==> src/rtl/pc_ir_unit_pkg.sv <==
// Shared constants for the PC / instruction-register unit.
// Holds the branch funct3 encodings, the reset PC default and the NOP encoding.
package pc_ir_unit_pkg;

  localparam logic [31:0] RESET_PC_DEFAULT = 32'h0000_0000;
  localparam logic [31:0] NOP_INSTR        = 32'h0000_0013;  // addi x0, x0, 0

  typedef enum logic [2:0] {
    F3_BEQ  = 3'b000,
    F3_BNE  = 3'b001,
    F3_BLT  = 3'b100,
    F3_BGE  = 3'b101,
    F3_BLTU = 3'b110,
    F3_BGEU = 3'b111
  } branch_f3_e;

endpackage

==> src/rtl/pc_ir_unit_branch_cond_eval.sv <==
// Combinational branch condition evaluation from funct3 and the flags of rs1-rs2.
// Carry is the no-borrow flag, so unsigned rs1 < rs2 is !Carry.
module branch_cond_eval
  import pc_ir_unit_pkg::*;
(
  input  logic [2:0] funct3,
  input  logic       zero,
  input  logic       neg,
  input  logic       ovf,
  input  logic       carry,
  output logic       cond
);

  always_comb begin
    cond = 1'b0;
    case (funct3)
      F3_BEQ:  cond = zero;
      F3_BNE:  cond = !zero;
      F3_BLT:  cond = neg ^ ovf;
      F3_BGE:  cond = !(neg ^ ovf);
      F3_BLTU: cond = !carry;
      F3_BGEU: cond = carry;
      default: cond = 1'b0;
    endcase
  end

endmodule

==> src/rtl/pc_ir_unit.sv <==
// Program counter and instruction register with branch resolution,
// sticky misaligned-target fault capture and mcycle/minstret counters.
module pc_ir_unit
  import pc_ir_unit_pkg::*;
#(
  parameter logic [31:0] RESET_PC = RESET_PC_DEFAULT
) (
  input  logic        clk,
  input  logic        reset,
  input  logic        PCUpdate,
  input  logic        Branch,
  input  logic        IRWrite,
  input  logic [31:0] PCNext,
  input  logic [31:0] ReadData,
  input  logic        Zero,
  input  logic        Neg,
  input  logic        Ovf,
  input  logic        Carry,
  output logic [31:0] PC,
  output logic [31:0] OldPC,
  output logic [31:0] Instr,
  output logic        PCWrite,
  output logic        BranchTaken,
  output logic        MisalignFault,
  output logic [31:0] FaultAddr,
  output logic [63:0] mcycle,
  output logic [63:0] minstret
);

  logic cond;
  logic misaligned;
  logic fetched;

  // Decode from the registered instruction; ReadData may already hold the next fetch.
  branch_cond_eval u_cond (
    .funct3 (Instr[14:12]),
    .zero   (Zero),
    .neg    (Neg),
    .ovf    (Ovf),
    .carry  (Carry),
    .cond   (cond)
  );

  assign BranchTaken = Branch & cond;
  assign PCWrite     = PCUpdate | BranchTaken;
  assign misaligned  = |PCNext[1:0];

  always_ff @(posedge clk) begin
    if (reset) begin
      PC            <= RESET_PC;
      OldPC         <= 32'h0000_0000;
      Instr         <= NOP_INSTR;
      MisalignFault <= 1'b0;
      FaultAddr     <= 32'h0000_0000;
      mcycle        <= 64'd0;
      minstret      <= 64'd0;
      fetched       <= 1'b0;
    end else begin
      mcycle <= mcycle + 64'd1;

      // A misaligned target is rejected; only the first one is remembered.
      if (PCWrite) begin
        if (!misaligned) begin
          PC <= PCNext;
        end else if (!MisalignFault) begin
          MisalignFault <= 1'b1;
          FaultAddr     <= PCNext;
        end
      end

      // OldPC samples the pre-update PC even when PC is written on the same edge.
      if (IRWrite) begin
        Instr   <= ReadData;
        OldPC   <= PC;
        fetched <= 1'b1;
        if (fetched) minstret <= minstret + 64'd1;
      end
    end
  end

endmodule

==> config.mk <==
export PLATFORM = sky130hd
export DESIGN_NAME = pc_ir_unit
export DESIGN_NICKNAME = d
export VERILOG_FILES = /design/src/rtl/pc_ir_unit_pkg.sv /design/src/rtl/pc_ir_unit_branch_cond_eval.sv /design/src/rtl/pc_ir_unit.sv
export SDC_FILE = /design/constraint.sdc
export NUM_CORES = 1
export LEC_CHECK = 0
export CAP_MARGIN = 5
export CORE_ASPECT_RATIO = 0.5
export CORE_MARGIN = 2
export CORE_UTILIZATION = 33
export CTS_CLUSTER_DIAMETER = 50
export CTS_CLUSTER_SIZE = 25
export DETAILED_ROUTE_END_ITERATION = 10
export PLACE_DENSITY = 0.67
export REMOVE_ABC_BUFFERS = 1
export SYNTH_ARGS = -nofsm -noshare
export SYNTH_HDL_FRONTEND = slang
export SYNTH_SLANG_ARGS = --single-unit
==> constraint.sdc <==
create_clock -name clk -period 2.4 [get_ports clk]
set_input_delay 0.36 -clock clk [delete_from_list [all_inputs] [get_ports clk]]
set_output_delay 0.36 -clock clk [all_outputs]
set_load 0.01 [all_outputs]
==> results of run 1 <==
==> through the flow <==
| stage | power (W) | setup TNS (ns) |
|---|---|---|
| 3_3_place_gp | 0.00541 | -4.97 |
| 5_1_grt | 0.00941 | -0.313 |
| 2_1_floorplan | 0.00487 | -92.60 |
| 6_report | 0.00906 | 0 |
| 4_1_cts | 0.00916 | -0.306 |
| 3_5_place_dp | 0.00542 | -5.65 |
==> worst max path at each step <==
stage	to	cells past startpoint	start	slack (ns)
final	minstret[53]	5	minstret[25]	0.01
after global routing	minstret[53]	5	minstret[25]	-0.06
after CTS	minstret[53]	5	minstret[25]	-0.08
after detailed placement	PCWrite	6	Carry	-0.23
after global placement	PCWrite	6	Carry	-0.24
after floorplan	FaultAddr[0]	5	Instr[14]	-2.19
==> power breakdown <==
part	switching (W)	internal (W)
registers	0.0000740	0.00439
clock network	0.00189	0.00185
logic	0.000382	0.000464
total	0.00235	0.00671
==> critical path, stage by stage (launching register included) <==
cell and delay (ns):
dfxtp_2 0.34, nand4_1 0.14, or4_4 0.56, or4b_4 0.62, or4_4 0.52, a21oi_2 0.14
==> layout by cell type (no fill, tap or decap), types with 20 or more instances in the layout <==
cell type / Yosys / final
clkdlybuf4s50_1: 0 / 327
dfxtp_1: 258 / 251
nand2_1: 148 / 148
nor2_1: 134 / 134
mux2i_1: 127 / 127
buf_4: 0 / 77
a21oi_1: 68 / 65
nand3_1: 46 / 45
o31ai_1: 45 / 45
or4_1: 49 / 45
nand4_1: 38 / 38
xor2_1: 30 / 30
o21ai_0: 25 / 25
xnor2_1: 25 / 24
or3_1: 22 / 22
clkbuf_16: 0 / 21
inv_1: 20 / 20
==> final cells by class <==
| type | count | area, µm² |
|---|---|---|
| Clock buffer | 21 | 526 |
| Sequential cell | 258 | 5180 |
| Multi-Input combinational cell | 846 | 5360 |
| Timing Repair Buffer | 413 | 3990 |
| Tap cell | 432 | 541 |
| Inverter | 21 | 80.1 |
| Fill cell | 2998 | 16000 |
| Clock inverter | 17 | 214 |
==> flip-flops by register name, indices dropped and copies added (netlist names) <==
| register | cells |
|---|---|
| Instr | 32 |
| fetched | 1 |
| minstret | 64 |
| FaultAddr | 32 |
| MisalignFault | 1 |
| PC | 32 |
| OldPC | 32 |
| mcycle | 64 |
==> timing repair <==
item | 4_1_cts | 5_1_grt
gates resized for setup | 6 | 29
gates cloned | 1 | 1
endpoints found under the setup margin | 19 | 54
setup buffers | 0 | 7
pin swaps | 3 | 9
hold buffers | 0 | 0
==> synth_stat cells (3+ instances only) <==
master / count
nor3_1: 11
nand2_1: 148
o31ai_1: 45
o21ai_0: 25
nand4_1: 38
and3_1: 15
clkbuf_1: 61
inv_1: 20
or4_1: 49
o21a_1: 3
xnor2_1: 25
and4_1: 12
or3_1: 22
xor2_1: 30
nor2b_1: 3
a21oi_1: 68
nand3_1: 46
buf_2: 6
and2_1: 6
or2_2: 3
mux2i_1: 127
nor2_1: 134
dfxtp_1: 258
nor4_1: 13
==> metal layers <==
layer  part of all wire (%)  wire length (µm)
met5                      0                 0
met4                    3.4              1140
met3                    2.6               867
met2                     49             16100
met1                     45             15000
==> cell families after synthesis <==
group / after synthesis
AOI/OAI and AO/OA: 144
xor gates and xnor gates: 55
adders and majority gates: 2
buffers and inverters: 92
DFF: 258
muxes: 128
and+or+nand+nor: 515
==> reports/metrics.csv, run 1 <==
stage,metric,value,unit
status,status,completed,
routing,first_pass_iters,6,
synth,synth_ff_type,dfxtp_1,
timing,max_slew_margin,48.4,%
placement,routabilityCongestion,0.822,
timing,rsz0062_at_grt,yes,
floorplanning,die_area,34200,µm²
timing,final_hold_viol_count,0,
global_route,grt_first_pass_wirelength,51200,µm
worst_setup_path,r2r_slack,0.01,ns
timing,tightestPinTransition,0.773,ns
routing,first_iter_violations,590,
clocking,cts_sinks,258,
floorplanning,rows,46,
cells_and_area,fin_util,49.8,%
synth,async_reset_ff_share,0,%
synth,synth_top_family_by_area,simple AND/OR/NAND/NOR gates,
synth,synth_top_cell_area_share,48.0,%
worst_hold_path,min_path_type,in2reg,
cells_and_area,final_cell_area,15900,µm²
routing,num_vias,9948,
placement,dp_hpwl,23300,µm
timing,hold_ws,0.101,ns
clocking,clkTransAtPathRegs,0.09,ns
timing,setup_viol,0,
routing,viasPerCell,4.95,
placement,placed_cells,1961,
worst_setup_path,timing.rr.start,minstret[25],
synth,yosys.area_share.xor_xnor,4.47,%
worst_setup_path,critical_path.max_fanout,15,
worst_hold_path,min_to,mcycle[37],
clocking,cts_max_level,1,
cells_and_area,instances_no_fill,2008,
worst_setup_path,arrival,2.86,ns
synth,seq_area_frac_synth,48.0,%
cells_and_area,layout-drive-gt1-share,10.2,%
synth,synthMuxAreaShare,12.0,%
job,cap_violations,0,
timing,fin_ws,0.0127,ns
global_route,grt.busiest_layer,met2,
floorplanning,die_x,259,µm
worst_setup_path,critPathRequiredTime,2.87,ns
worst_hold_path,hold_path_depth,2,
global_route,antenna_found_initial,0,
clocking,clock_latency,0.54,ns
synth,synth_compound_area_share,7.89,%
synth,yosysTopAreaCell,dfxtp_1,
timing,fin_crit_sh,99.5,%
synth,synth.distinct_cells,46,
global_route,globalRoute.totalOverflow,0,
synth,synthAdderAreaFrac,0.232,%
floorplanning,core-area,31900,µm²
clocking,cts_buffers,21,
floorplanning,ioPinCount,332,
floorplanning,fp.dieH,132,µm
timing,max_freq,419,MHz
worst_setup_path,r2r-end,minstret[53],
placement,placed_area,15000,µm²
placement,pre_cts_slack,-0.233,ns
floorplanning,start_util,33.8,%
cells_and_area,area_growth,47.5,%
global_route,use_met2,31.3,%
synth,synth_edf_count,0,
clocking,clockBufferDepth,3,
power,ir_drop,0.381,mV
routing,drt-wirelength-per-cell,16.5,µm
routing,drc,0,
routing,drt-total-wl,33100,µm
worst_setup_path,endpoint_kind,flop,
clocking,cts_tree,yes,
synth,yosys_warnings,0,
timing,finalCriticalPeriod,2.39,ns
synth,synthCells,1194,
synth,synth_area_per_cell,9.02,µm²
synth,synth.cell_area,10800,µm²
global_route,globalRouteMet1Util,23.7,%
worst_setup_path,cp-start-kind,flop,
global_route,use_met3,2.41,%
global_route,grt_max_degree,122,
clocking,root_buffer,clkbuf_16,
power,p_leak,5.81,nW
worst_hold_path,worstHoldStart,reset,
timing,slew_violations,0,
timing,fin_worst_skew,0.0328,ns
placement,io_buffers,331,
power,power_density,570,nW/µm²
cells_and_area,diodes,0,
global_route,gr-usage-all-layers,18.3,%
global_route,grt_pass1_vias,9166,
synth,ys_top_cells_by_area,"dfxtp_1 (48%), mux2i_1 (12%), nand2_1 (5.2%), nor2_1 (4.7%), or4_1 (3.4%)",
worst_setup_path,reg2regPathDepth,5,
synth,synth-simple-area-share,24.0,%
worst_setup_path,worstSetupPathType,reg2reg,
cells_and_area,nets,1636,
routing,ant_nets,0,
synth,synth-seq-cells,258,
Note: power is estimated with default switching activity, not from simulation.
==> inputs of run 2 (changes only) <==
--- a/config.mk
+++ b/config.mk
@@ -6,7 +6,7 @@
 export NUM_CORES = 1
 export LEC_CHECK = 0
 export CAP_MARGIN = 5
-export CORE_ASPECT_RATIO = 0.5
+export CORE_ASPECT_RATIO = 0.7
 export CORE_MARGIN = 2
 export CORE_UTILIZATION = 33
 export CTS_CLUSTER_DIAMETER = 50
==> reports/metrics.csv, run 2 (synthesis gave the netlist of run 1 again) <==
stage,metric,value,unit,change
floorplanning,ioPinCount,332,,unchanged
power,power_density,623,nW/µm²,+9.3%
cells_and_area,layout-drive-gt1-share,12.6,%,+2.5 points
routing,drt-total-wl,34100,µm,+3.1%
floorplanning,die_area,34100,µm²,-0.19%
floorplanning,fp.dieH,155,µm,+18%
global_route,grt_max_degree,111,,-9.0%
routing,met2RoutedLength,15100,µm,-6.3%
status,status,completed,,
timing,rsz0062_at_grt,yes,,
routing,viasPerCell,5.06,,+2.2%
worst_setup_path,r2r-end,minstret[58],,
routing,drt-wirelength-per-cell,16.8,µm,+2.1%
global_route,globalRoute.totalOverflow,0,,unchanged
global_route,grt_pass1_vias,9748,,+6.3%
cells_and_area,fin_util,51.0,%,+1.2 points
timing,finalCriticalPeriod,2.36,ns,-0.0320 ns
worst_setup_path,endpoint_kind,flop,,
floorplanning,rows,55,,+20%
floorplanning,start_util,33.4,%,-0.34 points
routing,wl_met1,15400,µm,+2.7%
placement,placed_cells,1957,,-0.20%
global_route,grt_first_pass_wirelength,52800,µm,+3.0%
power,ir_drop,0.463,mV,+21%
worst_hold_path,min_path_type,in2reg,,
clocking,root_buffer,clkbuf_16,,
routing,highest_layer,met5,,
placement,dp_hpwl,23400,µm,+0.58%
timing,max_freq,425,MHz,+1.4%
timing,final_hold_viol_count,0,,unchanged
worst_setup_path,r2r_slack,0.04,ns,+0.03 ns
cells_and_area,fill_cells,2956,,-1.4%
worst_setup_path,critical_path.max_fanout,7,,-8
worst_setup_path,cp_top_family,simple AND/OR/NAND/NOR gates,,
routing,first_iter_violations,581,,-1.5%
timing,setup_viol,0,,unchanged
clocking,cts_sinks,258,,unchanged
clocking,cts_buffers,29,,+38%
worst_setup_path,worstSetupPathType,reg2reg,,
clocking,cts_max_level,1,,unchanged
floorplanning,core-area,32200,µm²,+1.0%
worst_setup_path,startpoint,minstret[0],,
clocking,cts_tree,yes,,
worst_hold_path,min_to,minstret[1],,
timing,slew_violations,0,,unchanged
worst_setup_path,reg2regPathDepth,6,,+1
timing,fin_crit_sh,98.1,%,-1.3 points
clocking,clock_latency,0.55,ns,about the same
global_route,gr-usage-all-layers,18.9,%,+0.59 points
worst_setup_path,max_stage_delay,0.50,ns,-0.12 ns
worst_setup_path,worst-path-buf-inv,0,,unchanged
worst_hold_path,worstHoldStart,IRWrite,,
routing,ant_nets,0,,unchanged
placement,routabilityCongestion,0.836,,+1.7%
routing,wl_met3,3110,µm,+260%
worst_setup_path,arrival,2.84,ns,-0.02 ns
worst_setup_path,timing.rr.start,minstret[0],,
cells_and_area,nets,1653,,+1.0%
clocking,clkTransAtPathRegs,0.07,ns,-0.02 ns
worst_setup_path,cp-start-kind,flop,,
routing,first_pass_iters,5,,-1
floorplanning,die_x,220,µm,-15%
timing,max_slew_margin,38.7,%,-9.7 points
cells_and_area,area_growth,52.7,%,
timing,fin_worst_skew,0.0154,ns,-0.0174 ns
timing,tightestPinTransition,0.920,ns,+0.146 ns
power,p_leak,6.06,nW,+4.4%
cells_and_area,final_common_cell,clkdlybuf4s50_1,,
worst_setup_path,crit_path_cell_trace,ha_4 > and4_4 > or4b_4 > or3_4 > or4_1 > a21oi_1,,
worst_setup_path,critPathRequiredTime,2.88,ns,about the same
routing,num_vias,10300,,+3.2%
worst_setup_path,crit_slowest_cell,or4b_4,,
cells_and_area,layout_common_cells,"clkdlybuf4s50_1 (327), dfxtp_1 (247), nand2_1 (148)",,
cells_and_area,instances_no_fill,2028,,+1.0%
job,cap_violations,0,,unchanged
placement,io_buffers,331,,unchanged
worst_hold_path,hold_path_depth,3,,+1
global_route,antenna_found_initial,1,,+1
clocking,clockBufferDepth,3,,unchanged
cells_and_area,diodes,0,,unchanged
routing,drc,0,,unchanged
cells_and_area,top_regs,"mcycle: 64 flops, minstret: 64 flops",,
[run 2: worst max-delay path by stage]
| stage | endpoint | slack (ns) | cells past startpoint |
|---|---|---|---|
| 4_1_cts | PCWrite | -0.06 | 5 |
| 3_3_place_gp | PCWrite | -0.27 | 6 |
| 3_5_place_dp | PCWrite | -0.28 | 6 |
| 2_1_floorplan | FaultAddr[0] | -2.19 | 5 |
| 5_1_grt | PCWrite | -0.05 | 5 |
| 6_report | minstret[58] | 0.04 | 6 |
[run 2: routing by layer]
| layer | track usage, % | vias up |
|---|---|---|
| met5 | 0 | - |
| met4 | 3.71 | 2 |
| met3 | 7.10 | 46 |
| met2 | 28.9 | 285 |
| met1 | 25.4 | 4910 |
| li1 | - | 5024 |
[run 2: cell type report]
cell class | count | area (µm²) | area share (%)
tap | 427 | 534 | 3.25
sequential | 258 | 5180 | 31.5
timing repair buffer | 420 | 4110 | 25.0
clock inverter | 20 | 283 | 1.72
clock buffer | 34 | 774 | 4.71
inverter | 21 | 80.1 | 0.487
multi-input combinational | 848 | 5480 | 33.3
[run 2: where the power goes]
group	internal (W)	switching [W]	leakage, nW	total, W
combinational	0.000486	0.000401	3.45	0.000887
sequential	0.00440	0.0000785	2.10	0.00448
clock	0.00290	0.00198	0.515	0.00488
[run 2: through the flow]
| stage | cell area (µm²) | hold slack (ns) | total power [W] | TNS, ns | setup slack (ns) |
|---|---|---|---|---|---|
| floorplan | 10500 | 0.427 | 0.00487 | -92.60 | -2.19 |
| global placement | 15000 | 0.441 | 0.00541 | -6.47 | -0.269 |
| detailed placement | 15000 | 0.446 | 0.00543 | -8.92 | -0.282 |
| CTS | 16100 | 0.0685 | 0.0103 | -0.0605 | -0.0605 |
| global route | 16400 | 0.0820 | 0.0106 | -0.207 | -0.0469 |
| finish | 16400 | 0.0987 | 0.0102 | 0 | 0.0447 |
[run 2: worst min-delay path, delay by kind of cell]
family	cells	cell delay, ns
AOI/OAI and AO/OA	1	0.05
buffers and inverters	1	0.13
and+or+nand+nor	1	0.06
[run 2: timing repair]
item                                    CTS  global route
buffers inserted                          6             5
endpoints found under the setup margin   14           104
gates cloned                              4             4
resized for setup                        15            51
hold buffers                              0             0
pin swaps                                 5            19
